===== src/rtl/fixed_divider_if.sv =====
// Start/done handshake and operand/result bundle for the 8.8 fixed-point divider.
interface fixed_divider_if #(
  parameter int WIDTH = 16
);
  logic             start;
  logic [WIDTH-1:0] num1;
  logic [WIDTH-1:0] num2;
  logic             busy;
  logic             done;
  logic [WIDTH-1:0] result;
  logic             overflow;
  logic             div_zero;

  modport master (
    output start, num1, num2,
    input  busy, done, result, overflow, div_zero
  );

  modport slave (
    input  start, num1, num2,
    output busy, done, result, overflow, div_zero
  );
endinterface


===== src/rtl/fixed_divider.sv =====
// Restoring divider for unsigned 8.8 fixed point: result = num1 / num2, one quotient bit per clock.
// The dividend register also collects quotient bits from its LSB as the dividend shifts out of its MSB.
module fixed_divider #(
  parameter int WIDTH = 16,
  parameter int FRAC  = 8
) (
  input  logic            clk,
  input  logic            rst_n,
  fixed_divider_if.slave  bus
);
  localparam int DW = WIDTH + FRAC;
  localparam int CW = $clog2(DW);

  typedef enum logic [1:0] {
    IDLE = 2'd0,
    CALC = 2'd1,
    DONE = 2'd2
  } state_t;

  state_t           state_r, state_s;
  logic [DW-1:0]    dq_r, dq_s;
  logic [WIDTH:0]   rem_r, rem_s;
  logic [WIDTH-1:0] divisor_r, divisor_s;
  logic [CW-1:0]    cnt_r, cnt_s;
  logic [WIDTH-1:0] result_r, result_s;
  logic             overflow_r, overflow_s;
  logic             div_zero_r, div_zero_s;
  logic             busy_r, done_r;
  logic [WIDTH+1:0] trial_s;
  logic             ge_s;

  // Shifted partial remainder and the restoring compare against the divisor.
  always_comb begin
    trial_s = {rem_r, dq_r[DW-1]};
    ge_s    = (trial_s >= {2'b00, divisor_r});
  end

  // Next-state and datapath update for IDLE/CALC/DONE.
  always_comb begin
    state_s    = state_r;
    dq_s       = dq_r;
    rem_s      = rem_r;
    divisor_s  = divisor_r;
    cnt_s      = cnt_r;
    result_s   = result_r;
    overflow_s = overflow_r;
    div_zero_s = div_zero_r;
    case (state_r)
      IDLE, DONE: begin
        if (bus.start) begin
          divisor_s = bus.num2;
          if (bus.num2 != {WIDTH{1'b0}}) begin
            dq_s    = {bus.num1, {FRAC{1'b0}}};
            rem_s   = {(WIDTH+1){1'b0}};
            cnt_s   = CW'(DW - 1);
            state_s = CALC;
          end else begin
            result_s   = {WIDTH{1'b1}};
            overflow_s = 1'b0;
            div_zero_s = 1'b1;
            state_s    = DONE;
          end
        end else begin
          state_s = IDLE;
        end
      end
      CALC: begin
        rem_s = ge_s ? (WIDTH+1)'(trial_s - {2'b00, divisor_r}) : trial_s[WIDTH:0];
        dq_s  = {dq_r[DW-2:0], ge_s};
        if (cnt_r == {CW{1'b0}}) begin
          // Last quotient bit is known this cycle; register the final outputs now.
          result_s   = dq_s[WIDTH-1:0];
          overflow_s = |dq_s[DW-1:WIDTH];
          div_zero_s = 1'b0;
          state_s    = DONE;
        end else begin
          cnt_s   = cnt_r - CW'(1);
          state_s = CALC;
        end
      end
      default: begin
        state_s = IDLE;
      end
    endcase
  end

  // State register.
  always_ff @(posedge clk or negedge rst_n) begin
    if (!rst_n) begin
      state_r <= IDLE;
    end else begin
      state_r <= state_s;
    end
  end

  // Datapath and registered outputs.
  always_ff @(posedge clk or negedge rst_n) begin
    if (!rst_n) begin
      dq_r       <= {DW{1'b0}};
      rem_r      <= {(WIDTH+1){1'b0}};
      divisor_r  <= {WIDTH{1'b0}};
      cnt_r      <= {CW{1'b0}};
      result_r   <= {WIDTH{1'b0}};
      overflow_r <= 1'b0;
      div_zero_r <= 1'b0;
      busy_r     <= 1'b0;
      done_r     <= 1'b0;
    end else begin
      dq_r       <= dq_s;
      rem_r      <= rem_s;
      divisor_r  <= divisor_s;
      cnt_r      <= cnt_s;
      result_r   <= result_s;
      overflow_r <= overflow_s;
      div_zero_r <= div_zero_s;
      busy_r     <= (state_s == CALC);
      done_r     <= (state_s == DONE);
    end
  end

  assign bus.busy     = busy_r;
  assign bus.done     = done_r;
  assign bus.result   = result_r;
  assign bus.overflow = overflow_r;
  assign bus.div_zero = div_zero_r;
endmodule


===== src/flat_wrapper.sv =====
// flat-port wrapper written by rule: the top's interface ports become plain ports
module fixed_divider_flat 
#(
  parameter int WIDTH = 16,
  parameter int FRAC  = 8
)
  (clk, rst_n, bus_start, bus_num1, bus_num2, bus_busy, bus_done, bus_result, bus_overflow, bus_div_zero);
  fixed_divider_if #(.WIDTH(WIDTH)) bus_i ();
  input  logic clk;
  input  logic rst_n;
  input wire logic [$bits(bus_i.start)-1:0] bus_start;
  input wire logic [$bits(bus_i.num1)-1:0] bus_num1;
  input wire logic [$bits(bus_i.num2)-1:0] bus_num2;
  output wire logic [$bits(bus_i.busy)-1:0] bus_busy;
  output wire logic [$bits(bus_i.done)-1:0] bus_done;
  output wire logic [$bits(bus_i.result)-1:0] bus_result;
  output wire logic [$bits(bus_i.overflow)-1:0] bus_overflow;
  output wire logic [$bits(bus_i.div_zero)-1:0] bus_div_zero;
  assign bus_i.start = bus_start;
  assign bus_i.num1 = bus_num1;
  assign bus_i.num2 = bus_num2;
  assign bus_busy = bus_i.busy;
  assign bus_done = bus_i.done;
  assign bus_result = bus_i.result;
  assign bus_overflow = bus_i.overflow;
  assign bus_div_zero = bus_i.div_zero;
  fixed_divider #(.WIDTH(WIDTH), .FRAC(FRAC)) u_core (.clk(clk), .rst_n(rst_n), .bus(bus_i));
endmodule

===== config.mk =====
export PLATFORM = sky130hd
export DESIGN_NAME = fixed_divider_flat
export DESIGN_NICKNAME = d
export VERILOG_FILES = /design/src/rtl/fixed_divider_if.sv /design/src/rtl/fixed_divider.sv /design/src/flat_wrapper.sv
export SDC_FILE = /design/constraint.sdc
export NUM_CORES = 1
export LEC_CHECK = 0
export BUFFER_PORTS_ARGS = -buffer_cell sky130_fd_sc_hd__buf_2
export CAP_MARGIN = 40
export CORE_MARGIN = 3
export CORE_UTILIZATION = 25
export DETAILED_ROUTE_END_ITERATION = 7
export GPL_ROUTABILITY_DRIVEN = 1
export PLACE_DENSITY = 0.51
export SYNTH_ARGS = -nofsm -noshare
export SYNTH_HDL_FRONTEND = slang
export SYNTH_SLANG_ARGS = --single-unit

===== constraint.sdc =====
create_clock -name clk -period 2.5 [get_ports clk]
set_input_delay 0.25 -clock clk [delete_from_list [all_inputs] [get_ports clk]]
set_output_delay 0.25 -clock clk [all_outputs]
set_load 0.1 [all_outputs]

---- Yosys cells after proc, flatten, opt, wreduce, memory -nomap -nowiden ----
Index checks and enable logic that the tools add are counted.
word-level totals
  flip-flop bits (word level) ............. 84
  input bits .............................. 35
  output and inout port bits .............. 20
  word-level logic and storage cells ...... 59
cells by class
  $add $sub $neg .......................... 2
  $lt $le $gt $ge ......................... 1
  equal/unequal tests ..................... 9
  mux-type cells .......................... 27
  reductions and logical operators ........ 10
operators with widths
  cell                                                                   count
  17-bit two-way mux                                                     3
  16-bit two-way mux                                                     3
  24-bit two-way mux                                                     2
  24-bit case mux with 2 select lines                                    1
  17-bit case mux with 2 select lines                                    1
  16-bit case mux with 2 select lines                                    1
  18-bit by 16-bit >= comparator with 1-bit output                       1
  17-bit by 16-bit subtractor with 17-bit output                         1
  16-bit nonzero test                                                    1
  5-bit two-way mux                                                      3
  5-bit case mux with 2 select lines                                     1
  4-bit AND reduction                                                    2
  8-bit OR reduction                                                     1
  1-bit two-way mux                                                      6
  2-bit two-way mux                                                      3
  2-bit != test, second input constant                                   3
  5-bit logical NOT                                                      1
  5-bit by 1-bit subtractor with 5-bit output, second input constant     1
  2-bit by 1-bit equality test with 1-bit output, second input constant  2
  2-bit equality test, second input constant                             2
  2-bit by 1-bit != test with 1-bit output, second input constant        2
  1-bit case mux with 2 select lines                                     2
  2-bit case mux with 2 select lines                                     1
  3-bit AND reduction                                                    1
  4 further kinds                                                        4

---- Longest topological paths before layout ----
Gate-level depths: netlist of run 1.
  depth after elaboration ................. 5
  depth in mapped cells ................... 10
  depth with buffers taken out ............ 9

---- Least setup slack after synthesis of run 1 ----
OpenSTA, ideal clock, no wires.
  kind .................................... flip-flop to flip-flop
  start ................................... register u_core.divisor_r[0]
  end ..................................... register u_core.rem_r[11]
  setup time .............................. 0.133 ns
  arrival ................................. 2.187 ns
  required time ........................... 2.367 ns
  setup slack ............................. 0.180 ns
  stages on the path, launching flop included .. 10
  clock period less this slack ............ 2.320 ns
  cells stage by stage .................... dfrtp_1 -> ha_1 -> fa_1 -> and2b_1 -> o31a_1 -> nor3_2 -> o31a_2 -> buf_6 -> a41oi_1 -> o21ai_1
between the ends
  cells in the longest elaborated chain, start to end .. 3
ends and longest elaborated chain
  element                                                                                                             line                                      RTL
  start: declaration                                                                                                  fixed_divider.sv:23                       logic [WIDTH-1:0] divisor_r, divisor_s;
  start signal: assignment                                                                                            fixed_divider.sv:101                      divisor_r <= {WIDTH{1'b0}};
  start signal: assignment                                                                                            fixed_divider.sv:111                      divisor_r <= divisor_s;
  17-bit by 16-bit subtractor with 17-bit output or 18-bit by 16-bit >= comparator with 1-bit output (tied branches)  fixed_divider.sv:68, fixed_divider.sv:35
  17-bit two-way mux (*)                                                                                              fixed_divider.sv:68                       rem_s = ge_s ? (WIDTH+1)'(trial_s - {2'b00, divisor_r}) : trial_s[WIDTH:0];
  17-bit case mux with 2 select lines (*)                                                                             fixed_divider.sv:48                       case (state_r)
  end signal: assignment                                                                                              fixed_divider.sv:100                      rem_r <= {(WIDTH+1){1'b0}};
  end signal: assignment                                                                                              fixed_divider.sv:110                      rem_r <= rem_s;
  end: declaration                                                                                                    fixed_divider.sv:22                       logic [WIDTH:0] rem_r, rem_s;
Mark *: on every way between the ends. The rest lies on a longest branch, timed or not.
A chain may end at the register's enable or synchronous reset.

---- Final worst setup path of run 1 ----
  start ................................... register u_core.divisor_r[0]
  end ..................................... register u_core.rem_r[2]
The elaborated chain is that of the path after synthesis.

==> results of run 1 <==
[cell usage after synthesis (all sizes together), types with 2 or more instances]
cell type	count	area, um^2
or3	3	18.8
buf	9	80.1
a31oi	15	93.8
nand2	90	345
o21a	3	22.5
nand3	15	87.6
and2	2	12.5
o31a	3	27.5
a21oi	31	155
o21ai	41	213
inv	19	71.3
o211ai	8	60.1
and3	4	31.3
nor3	11	60.1
nor4	7	43.8
o2111ai	2	17.5
nand4	13	81.3
xnor2	6	52.6
xor2	5	43.8
nor2	64	240
ha	17	213
nand2b	2	12.5
a211oi	2	20.0
a221o	2	21.3
a2111oi	3	51.3
o31ai	7	82.6
a21o	10	82.6
nor2b	4	25.0
dfrtp	84	2100
clkbuf	21	119
a31o	2	17.5
[repair_timing]
| item | 4_1_cts | 5_1_grt |
|---|---|---|
| setup endpoints to repair | 1 | 15 |
| endpoints found under the hold margin | 43 | 0 |
| cloned | 0 | 1 |
| hold buffers | 1 | 0 |
| pin swaps | 0 | 2 |
| resized for setup | 1 | 11 |
| buffers inserted | 0 | 1 |
[stage by stage]
| step | area, um^2 | util |
|---|---|---|
| floorplan | 4650 | - |
| global placement | 5250 | 0.290 |
| detailed placement | 5250 | 0.290 |
| CTS | 5600 | 0.310 |
| global route | 5660 | 0.313 |
| finish | 5660 | 0.313 |
[cells in the final DEF, fill, tap and decap left out, types with 5 or more instances in the layout]
master and n:
nand2_1 89, a21o_1 9, buf_4 25, o21ai_0 35
inv_1 19, xor2_1 5, o211ai_1 8, nand3_1 14
dfrtp_1 84, ha_1 15, nor4_1 7, nand4_1 13
o31ai_2 5, nor2_1 64, nor3_1 10, a21oi_1 31
buf_2 54, xnor2_1 6, a31oi_1 15, clkbuf_16 9
[flip-flops by register name, summed over array words and instances (netlist names)]
signal	flops
u_core.divisor_r	16
u_core.bus.div_zero	1
u_core.dq_r	24
u_core.rem_r	17
u_core.bus.done	1
u_core.bus.result	16
u_core.cnt_r	5
u_core.bus.overflow	1
u_core.bus.busy	1
u_core.state_r	2
[metal layers]
| layer | wire (um) | part of all wire | global-route usage | vias to the layer above |
|---|---|---|---|---|
| met3 | 353 | 0.029 | 0.0215 | 25 |
| li1 | - | - | - | 1966 |
| met4 | 380 | 0.031 | 0.0535 | 0 |
| met1 | 5380 | 0.44 | 0.151 | 1991 |
| met2 | 6030 | 0.50 | 0.203 | 60 |
| met5 | 0 | 0 | 0 | - |
[layout make-up]
class,instances,area (um^2)
Fill cell,1861,12400
Multi-Input combinational cell,387,2330
Sequential cell,84,2100
Timing Repair Buffer,83,528
Tap cell,229,287
Clock buffer,11,233
Clock inverter,5,108
Inverter,19,71.3
[worst max-delay path: cells and delay by family, from the launching register on]
kind	cells	cell delay, ns
compound gates	3	0.92
fa+ha+maj	2	0.58
simple gates	3	0.46
flops	1	0.40
[final timing paths]
kind                                startpoint                   end  slack (ns)  cells after the start
setup / recovery           u_core.divisor_r[0]       u_core.rem_r[2]        0.08                      8
hold / removal                    bus_num2[10]  u_core.divisor_r[10]        0.13                      3
setup reg to reg           u_core.divisor_r[0]       u_core.rem_r[2]        0.08                      8
hold reg to reg                u_core.cnt_r[4]       u_core.cnt_r[4]        0.49                      2
max in group asynchronous                rst_n      u_core.rem_r[16]        1.41                      3
min in group asynchronous                rst_n  u_core.bus.result[7]        0.46                      2
[logic make-up (layout without fill, tap and decap cells)]
family | count (synthesis) | in the layout
adder cells (fa/ha/maj) | 18 | 18
AO/OA/AOI/OAI | 137 | 137
XOR/XNOR | 11 | 11
flip-flops | 84 | 84
buffers and inverters | 49 | 118
AND/OR/NAND/NOR | 221 | 221
==> impl_metrics.py, run 1 <==
metrics = {
    "synthesis": {
        "synth_xor_area_frac": 0.0207,
        "ys_seq_area_frac": 0.452,
        "synthCells": 520,
        "synth-adder-area-share": 0.0501,
        "synth_warnings": 0,
        "synth_compound_area_frac": 0.202,
        "ys_types": 63,
        "syn-num-nets": 573,
        "synth_top_family_by_area": "simple AND/OR/NAND/NOR gates",
        "synthMuxAreaShare": 0,
        "synth_ff_type": "dfrtp_1",
        "syn_area_per_cell_um2": 8.94,
        "synth-seq-cells": 84,
        "async_flop_share": 1.00,
        "synth_area_mm2": 0.00465,
        "synth_edf_count": 0,
        "synth-simple-area-share": 0.217,
    },
    "finish": {
        "drive_gt1_frac": 0.212,
        "diodes": 0,
        "synthToLayoutAreaGrowth_pct": 21.8,
        "fin_cells": 818,
        "nets": 637,
    },
    "timing": {
        "fin_ws_ns": 0.0794,
        "rsz0062_at_grt": "no",
        "worstMarginPinSlew_ns": 0.583,
        "timing_hold_violations_final": 0,
        "tns_ns": 0,
        "whs_ns": 0.134,
        "slew_violations": 0,
        "fin_crit_ns": 2.42,
        "setup_viol_count_final": 0,
        "slew_headroom": 0.611,
        "timing.final.crit_share": 0.968,
        "worst_clock_skew_ns": 0.00715,
        "fmax_ghz": 0.413,
    },
    "drt": {
        "drt-pass1-iter-count": 4,
        "vias_per_cell": 4.94,
        "routedWlPerCell_um": 14.9,
        "drc": 0,
        "vias": 4042,
        "finalWirelength_um": 12100,
        "ant_nets": 0,
        "first_iter_violations": 363,
    },
    "clocking": {
        "cts_buffer_depth": 2,
        "clkSinkCount": 84,
        "cts-buffers-inserted": 9,
        "clock_latency_ns": 0.34,
        "h-tree-depth": 3,
        "cts.root.buffer_cell": "clkbuf_16",
        "path_clk_slew_ns": 0.06,
        "cts_tree": "yes",
    },
    "worst_setup_path": {
        "crit_slowest_cell": "dfrtp_1",
        "end_kind": "register",
        "critPathMaxStageDelay_ns": 0.40,
        "cp.required_ns": 2.77,
        "cp_cell_sequence": "ha_2, fa_1, and2b_2, o31a_1, nor3_4, o31a_4, a2111oi_2, nand3b_1",
        "crit_fanout": 7,
        "worstPathArrival_ns": 2.69,
        "worstSetupPathType": "register to register",
        "start_kind": "register",
    },
    "placed_design": {
        "place_ws_ns": 0.0268,
        "io_buffers": 54,
        "dp.cells": 799,
        "hpwl_um": 8720,
        "place_congestion": 0.806,
    },
    "die": {
        "pin_count": 55,
        "dieWidth_um": 142,
        "die-area_mm2": 0.0203,
        "initial_utilization": 0.257,
        "fp.dieH_um": 142,
        "coreArea_mm2": 0.0181,
        "placementRows": 49,
    },
    "global_routing": {
        "grt_pass1_vias": 3992,
        "grt_max_degree": 45,
        "overflow": 0,
        "grt_antenna_before_repair": 0,
        "track_usage": 0.120,
        "grt_pass1_wl_um": 19900,
    },
    "run_status": {
        "status": "completed",
    },
    "run": {
        "maxCapViolations": 0,
    },
    "worst_hold_path": {
        "hold_path.class": "input pin to register",
    },
}
Power of run 1 is left out: the tool's default activity adds up to more than one toggle a clock period on the data nets, which glitch-free logic cannot reach.
==> inputs of run 2 (changes only) <==
--- a/config.mk
+++ b/config.mk
@@ -11,7 +11,7 @@
 export CORE_UTILIZATION = 25
 export DETAILED_ROUTE_END_ITERATION = 7
 export GPL_ROUTABILITY_DRIVEN = 1
-export PLACE_DENSITY = 0.51
+export PLACE_DENSITY = 0.5
 export SYNTH_ARGS = -nofsm -noshare
 export SYNTH_HDL_FRONTEND = slang
 export SYNTH_SLANG_ARGS = --single-unit
==> constraint.sdc (replaced) <==
create_clock -name clk -period 2.3 [get_ports clk]
set_input_delay 0.23 -clock clk [delete_from_list [all_inputs] [get_ports clk]]
set_output_delay 0.23 -clock clk [all_outputs]
set_load 0.1 [all_outputs]
==> run 2 against run 1 <==
Compared with the run above:
- the flow now finishes with violations (setup timing)
- utilization grew 2.5 points
- first-iteration DRC count shrank 19%
- final cell count grew 5.6%
==> impl_metrics.py, run 2 (synthesis gave the netlist of run 1 again) <==
metrics = {
    "timing": {
        "fmax_ghz": 0.423,
        "tns_ns": -0.324,
        "slew_headroom": 0.601,
        "setup_viol_count_final": 13,
        "worstMarginPinSlew_ns": 0.598,
        "fin_ws_ns": -0.0619,
        "slew_violations": 0,
        "rsz0062_at_grt": "yes",
        "whs_ns": 0.104,
        "timing_hold_violations_final": 0,
        "fin_crit_ns": 2.36,
        "worst_clock_skew_ns": 0.00734,
        "timing.final.crit_share": 1.03,
    },
    "global_routing": {
        "grt_max_degree": 45,
        "overflow": 0,
        "grt_antenna_before_repair": 0,
        "grt_pass1_vias": 4139,
        "grt_pass1_wl_um": 20900,
        "track_usage": 0.127,
    },
    "die": {
        "die-area_mm2": 0.0203,
        "initial_utilization": 0.257,
        "placementRows": 49,
        "pin_count": 55,
        "coreArea_mm2": 0.0181,
        "dieWidth_um": 142,
        "fp.dieH_um": 142,
    },
    "clocking": {
        "clock_latency_ns": 0.34,
        "cts.root.buffer_cell": "clkbuf_16",
        "cts_tree": "yes",
        "h-tree-depth": 3,
        "clkSinkCount": 84,
        "path_clk_slew_ns": 0.07,
        "cts-buffers-inserted": 9,
        "cts_buffer_depth": 2,
    },
    "drt": {
        "first_iter_violations": 295,
        "vias": 4206,
        "finalWirelength_um": 12700,
        "drt-pass1-iter-count": 4,
        "drc": 0,
        "vias_per_cell": 4.87,
        "routedWlPerCell_um": 14.7,
        "ant_nets": 0,
    },
    "placed_design": {
        "place_ws_ns": -0.230,
        "hpwl_um": 9070,
        "place_congestion": 0.820,
        "io_buffers": 54,
    },
    "finish": {
        "largest_reg_flops": 24,
        "largest-register": "u_core.dq_r",
        "top_regs": "u_core.dq_r: 24 flops, u_core.rem_r: 17 flops",
        "synthToLayoutAreaGrowth_pct": 31.5,
        "fillCellCount": 1823,
        "nets": 683,
        "diodes": 0,
        "final_cell_mix": "nand2_1, dfrtp_1, buf_4",
        "multi_input_area_mm2": 0.00246,
        "drive_gt1_frac": 0.290,
        "ff_latch_area_mm2": 0.00210,
        "layout_commonest_cell": "nand2_1",
    },
    "run_status": {
        "violations": "setup timing",
        "status": "finished with violations",
    },
    "worst_setup_path": {
        "cp.required_ns": 2.58,
        "r2r_end": "u_core.rem_r[2]",
        "worstSetupStartpoint": "u_core.divisor_r[0]",
        "crit_fanout": 5,
        "worstSetupPathType": "register to register",
        "reg2regPathDepth": 8,
        "ff2ff_setup_slack_ns": -0.06,
        "start_kind": "register",
        "r2r_start": "u_core.divisor_r[0]",
        "endpoint": "u_core.rem_r[2]",
        "end_kind": "register",
        "worstPathArrival_ns": 2.64,
    },
    "run": {
        "maxCapViolations": 0,
    },
    "worst_hold_path": {
        "hold_path.class": "input pin to register",
        "hold_path_depth": 3,
    },
}
==> run 2: cell types whose count changed in the layout (fill, tap and decap cells not counted), sizes merged <==
cell      delta
clkinv       +1
inv          +1
bufinv       -2
buf         +45
clkinvlp     +1
o31a         +1
clkbuf       -1
==> run 2: worst max-delay path, cell delays in order, from the launching register on <==
cell	delay, ns
dfrtp_1	0.41
ha_4	0.18
fa_2	0.32
and2b_2	0.25
o31a_1	0.22
nor3_4	0.07
o31a_4	0.42
a2111oi_4	0.29
nand3b_1	0.14
==> run 2: worst min path at each step <==
stage | startpoint | endpoint | slack [ns]
6_report | bus_num2[8] | u_core.divisor_r[8] | 0.10
3_5_place_dp | rst_n | u_core.divisor_r[15] | 0.28
2_1_floorplan | rst_n | u_core.bus.busy | -0.07
3_3_place_gp | rst_n | u_core.divisor_r[15] | 0.27
5_1_grt | bus_num2[6] | u_core.divisor_r[6] | 0.12
4_1_cts | bus_num2[8] | u_core.divisor_r[8] | 0.10
==> run 2: layout make-up <==
class,count,area share
multi-input cells,388,0.402
flip-flops and latches,84,0.344
repair buffers,128,0.145
well taps,229,0.0469
clock buffers,10,0.0391
inverters,19,0.0117
clock inverters,6,0.0113
==> run 2: metal layers <==
metal | wire, um | up-vias | GRT usage
li1 | - | 2059 | -
met1 | 5530 | 2070 | 0.158
met2 | 6350 | 57 | 0.219
met3 | 424 | 20 | 0.0259
met4 | 347 | 0 | 0.0480
met5 | 0 | - | 0
==> run 2: what timing repair did <==
item / in CTS / in global routing
hold buffers: 1 / 0
gates resized for setup: 26 / 9
buffers inserted: 8 / 4
hold endpoints to repair: 40 / 0
pin swaps: 11 / 18
endpoints found under the setup margin: 19 / 19
cloned: 2 / 0
==> run 2: per-stage QoR <==
step / utilization / instances / area [um^2]
floorplan: - / 520 / 4650
global placement: 0.305 / 833 / 5510
detailed placement: 0.305 / 833 / 5510
CTS: 0.334 / 860 / 6040
global route: 0.338 / 864 / 6110
finish: 0.338 / 864 / 6110
Power of run 2 is left out for the same reason.
==> inputs of run 3 (changes only) <==
--- a/config.mk
+++ b/config.mk
@@ -11,7 +11,8 @@
 export CORE_UTILIZATION = 25
 export DETAILED_ROUTE_END_ITERATION = 7
 export GPL_ROUTABILITY_DRIVEN = 1
-export PLACE_DENSITY = 0.5
+export PLACE_DENSITY = 0.46
 export SYNTH_ARGS = -nofsm -noshare
 export SYNTH_HDL_FRONTEND = slang
 export SYNTH_SLANG_ARGS = --single-unit
+export TNS_END_PERCENT = 30
==> run 3 against run 2 <==
Compared with the run above:
- the run still ends with setup timing left
- via count decreased by 3.3%
- utilization is 0.19 points lower
- first-iteration DRC count up 14%
- critical path type unchanged
- largest cell class unchanged
==> impl_metrics.py, run 3 (synthesis gave the netlist of run 1 again) <==
metrics = {
    "die": {
        "placementRows": 49,
        "fp.dieH_um": 142,
        "dieWidth_um": 142,
        "pin_count": 55,
        "initial_utilization": 0.257,
        "die-area_mm2": 0.0203,
        "coreArea_mm2": 0.0181,
    },
    "drt": {
        "vias": 4067,
        "finalWirelength_um": 12700,
        "drc": 0,
        "routedWlPerCell_um": 14.7,
        "dr_wl_met3_um": 370,
        "routed.top_layer": "met4",
        "wl_met1_um": 5840,
        "first_iter_violations": 337,
        "drt-pass1-iter-count": 4,
        "wl_met2_um": 6280,
        "vias_per_cell": 4.71,
        "ant_nets": 0,
    },
    "worst_setup_path": {
        "end_kind": "register",
        "cp_cell_sequence": "inv_2, ha_4, fa_2, and2b_2, o31a_1, nor3_4, o31a_4, a2111oi_4, nand3b_1",
        "reg2regPathDepth": 9,
        "crit_slowest_cell": "o31a_4",
        "worstSetupPathType": "register to register",
        "cp.required_ns": 2.58,
        "crit_family": "compound AO/OA/AOI/OAI gates",
        "start_kind": "register",
        "critPathMaxStageDelay_ns": 0.40,
        "worstPathArrival_ns": 2.66,
        "worst-path-buf-inv": 1,
        "crit_fanout": 5,
        "worst-path-stages": 9,
    },
    "run_status": {
        "violations": "setup timing",
        "status": "finished with violations",
    },
    "global_routing": {
        "overflow": 0,
        "grt_antenna_before_repair": 0,
        "grt_pass1_wl_um": 21300,
        "track_usage": 0.131,
        "grt_max_degree": 44,
        "grt_pass1_vias": 4176,
    },
    "worst_hold_path": {
        "hold_path_depth": 3,
        "hold_path.class": "input pin to register",
    },
    "timing": {
        "rsz0062_at_grt": "yes",
        "timing.final.crit_share": 1.04,
        "worstMarginPinSlew_ns": 0.590,
        "fin_crit_ns": 2.38,
        "timing_hold_violations_final": 0,
        "fin_ws_ns": -0.0806,
        "setup_viol_count_final": 12,
        "worst_clock_skew_ns": 0.00825,
        "slew_violations": 0,
        "slew_headroom": 0.606,
        "fmax_ghz": 0.420,
    },
    "finish": {
        "synthToLayoutAreaGrowth_pct": 30.8,
        "drive_gt1_frac": 0.283,
        "largest_reg_flops": 24,
        "multi_input_area_mm2": 0.00242,
        "ff_latch_area_mm2": 0.00210,
        "fillCellCount": 1815,
        "layout_commonest_cell": "nand2_1",
        "diodes": 0,
        "nets": 683,
        "final_area_mm2": 0.00608,
        "final_cell_mix": "nand2_1, dfrtp_1, buf_4",
        "largest-register": "u_core.dq_r",
        "top_regs": "u_core.dq_r: 24 flops, u_core.rem_r: 17 flops",
    },
    "clocking": {
        "cts-buffers-inserted": 9,
        "cts_tree": "yes",
        "clkSinkCount": 84,
        "path_clk_slew_ns": 0.06,
        "cts.root.buffer_cell": "clkbuf_16",
        "h-tree-depth": 3,
        "clock_latency_ns": 0.35,
        "cts_buffer_depth": 2,
    },
    "placed_design": {
        "io_buffers": 54,
        "dpl-instance-area_mm2": 0.00555,
        "hpwl_um": 9110,
        "place_congestion": 0.824,
    },
    "run": {
        "maxCapViolations": 0,
    },
}
run 3: changes by cell type in the layout (fill, tap and decap cells not counted), sizes merged:
cell / previous run / this run
inv: 22 / 21
bufinv: 1 / 2
run 3: cell type report:
class	count	area share
Timing Repair Buffer	128	0.144
Clock inverter	6	0.0158
Tap cell	229	0.0471
Sequential cell	84	0.346
Multi-Input combinational cell	388	0.398
Inverter	19	0.0117
Clock buffer	10	0.0377
run 3: metrics by stage:
stage | setup WS [ns] | instances | hold slack, ns | util | setup TNS, ns
4_1_cts | -0.0438 | 862 | 0.0929 | 0.335 | -0.265
5_1_grt | -0.222 | 864 | 0.116 | 0.336 | -2.21
2_1_floorplan | 0.0296 | 520 | -0.0656 | - | 0
6_report | -0.0806 | 864 | 0.101 | 0.336 | -0.434
3_3_place_gp | -0.258 | 838 | 0.266 | 0.307 | -1.04
3_5_place_dp | -0.257 | 838 | 0.275 | 0.307 | -1.25
run 3: timing repair:
action	in CTS	in global routing
resized for setup	23	1
endpoints found under the setup margin	18	19
setup buffers	6	2
endpoints found under the hold margin	42	0
hold buffers	1	0
cloned	1	0
pin swaps	9	4
run 3: final timing paths:
kind,startpoint,endpoint,slack [ns]
min in group asynchronous,rst_n,u_core.bus.result[8],0.42
worst min register to register,u_core.bus.div_zero,u_core.bus.div_zero,0.48
worst min-delay path,bus_num2[10],u_core.divisor_r[10],0.10
worst max register to register,u_core.dq_r[23],u_core.rem_r[2],-0.08
worst max-delay path,u_core.dq_r[23],u_core.rem_r[2],-0.08
max in group asynchronous,rst_n,u_core.cnt_r[3],1.24
run 3: metal layers:
metal	up-vias	GRT usage
li1	2067	-
met1	1931	0.172
met2	53	0.221
met3	16	0.0175
met4	0	0.0500
met5	-	0
run 3: worst reg2reg max path, stage by stage, from the launching register on:
cell	delay, ns
dfrtp_1	0.37
inv_2	0.06
ha_4	0.16
fa_2	0.38
and2b_2	0.24
o31a_1	0.20
nor3_4	0.07
o31a_4	0.40
a2111oi_4	0.30
nand3b_1	0.14
Power of run 3 is left out for the same reason.
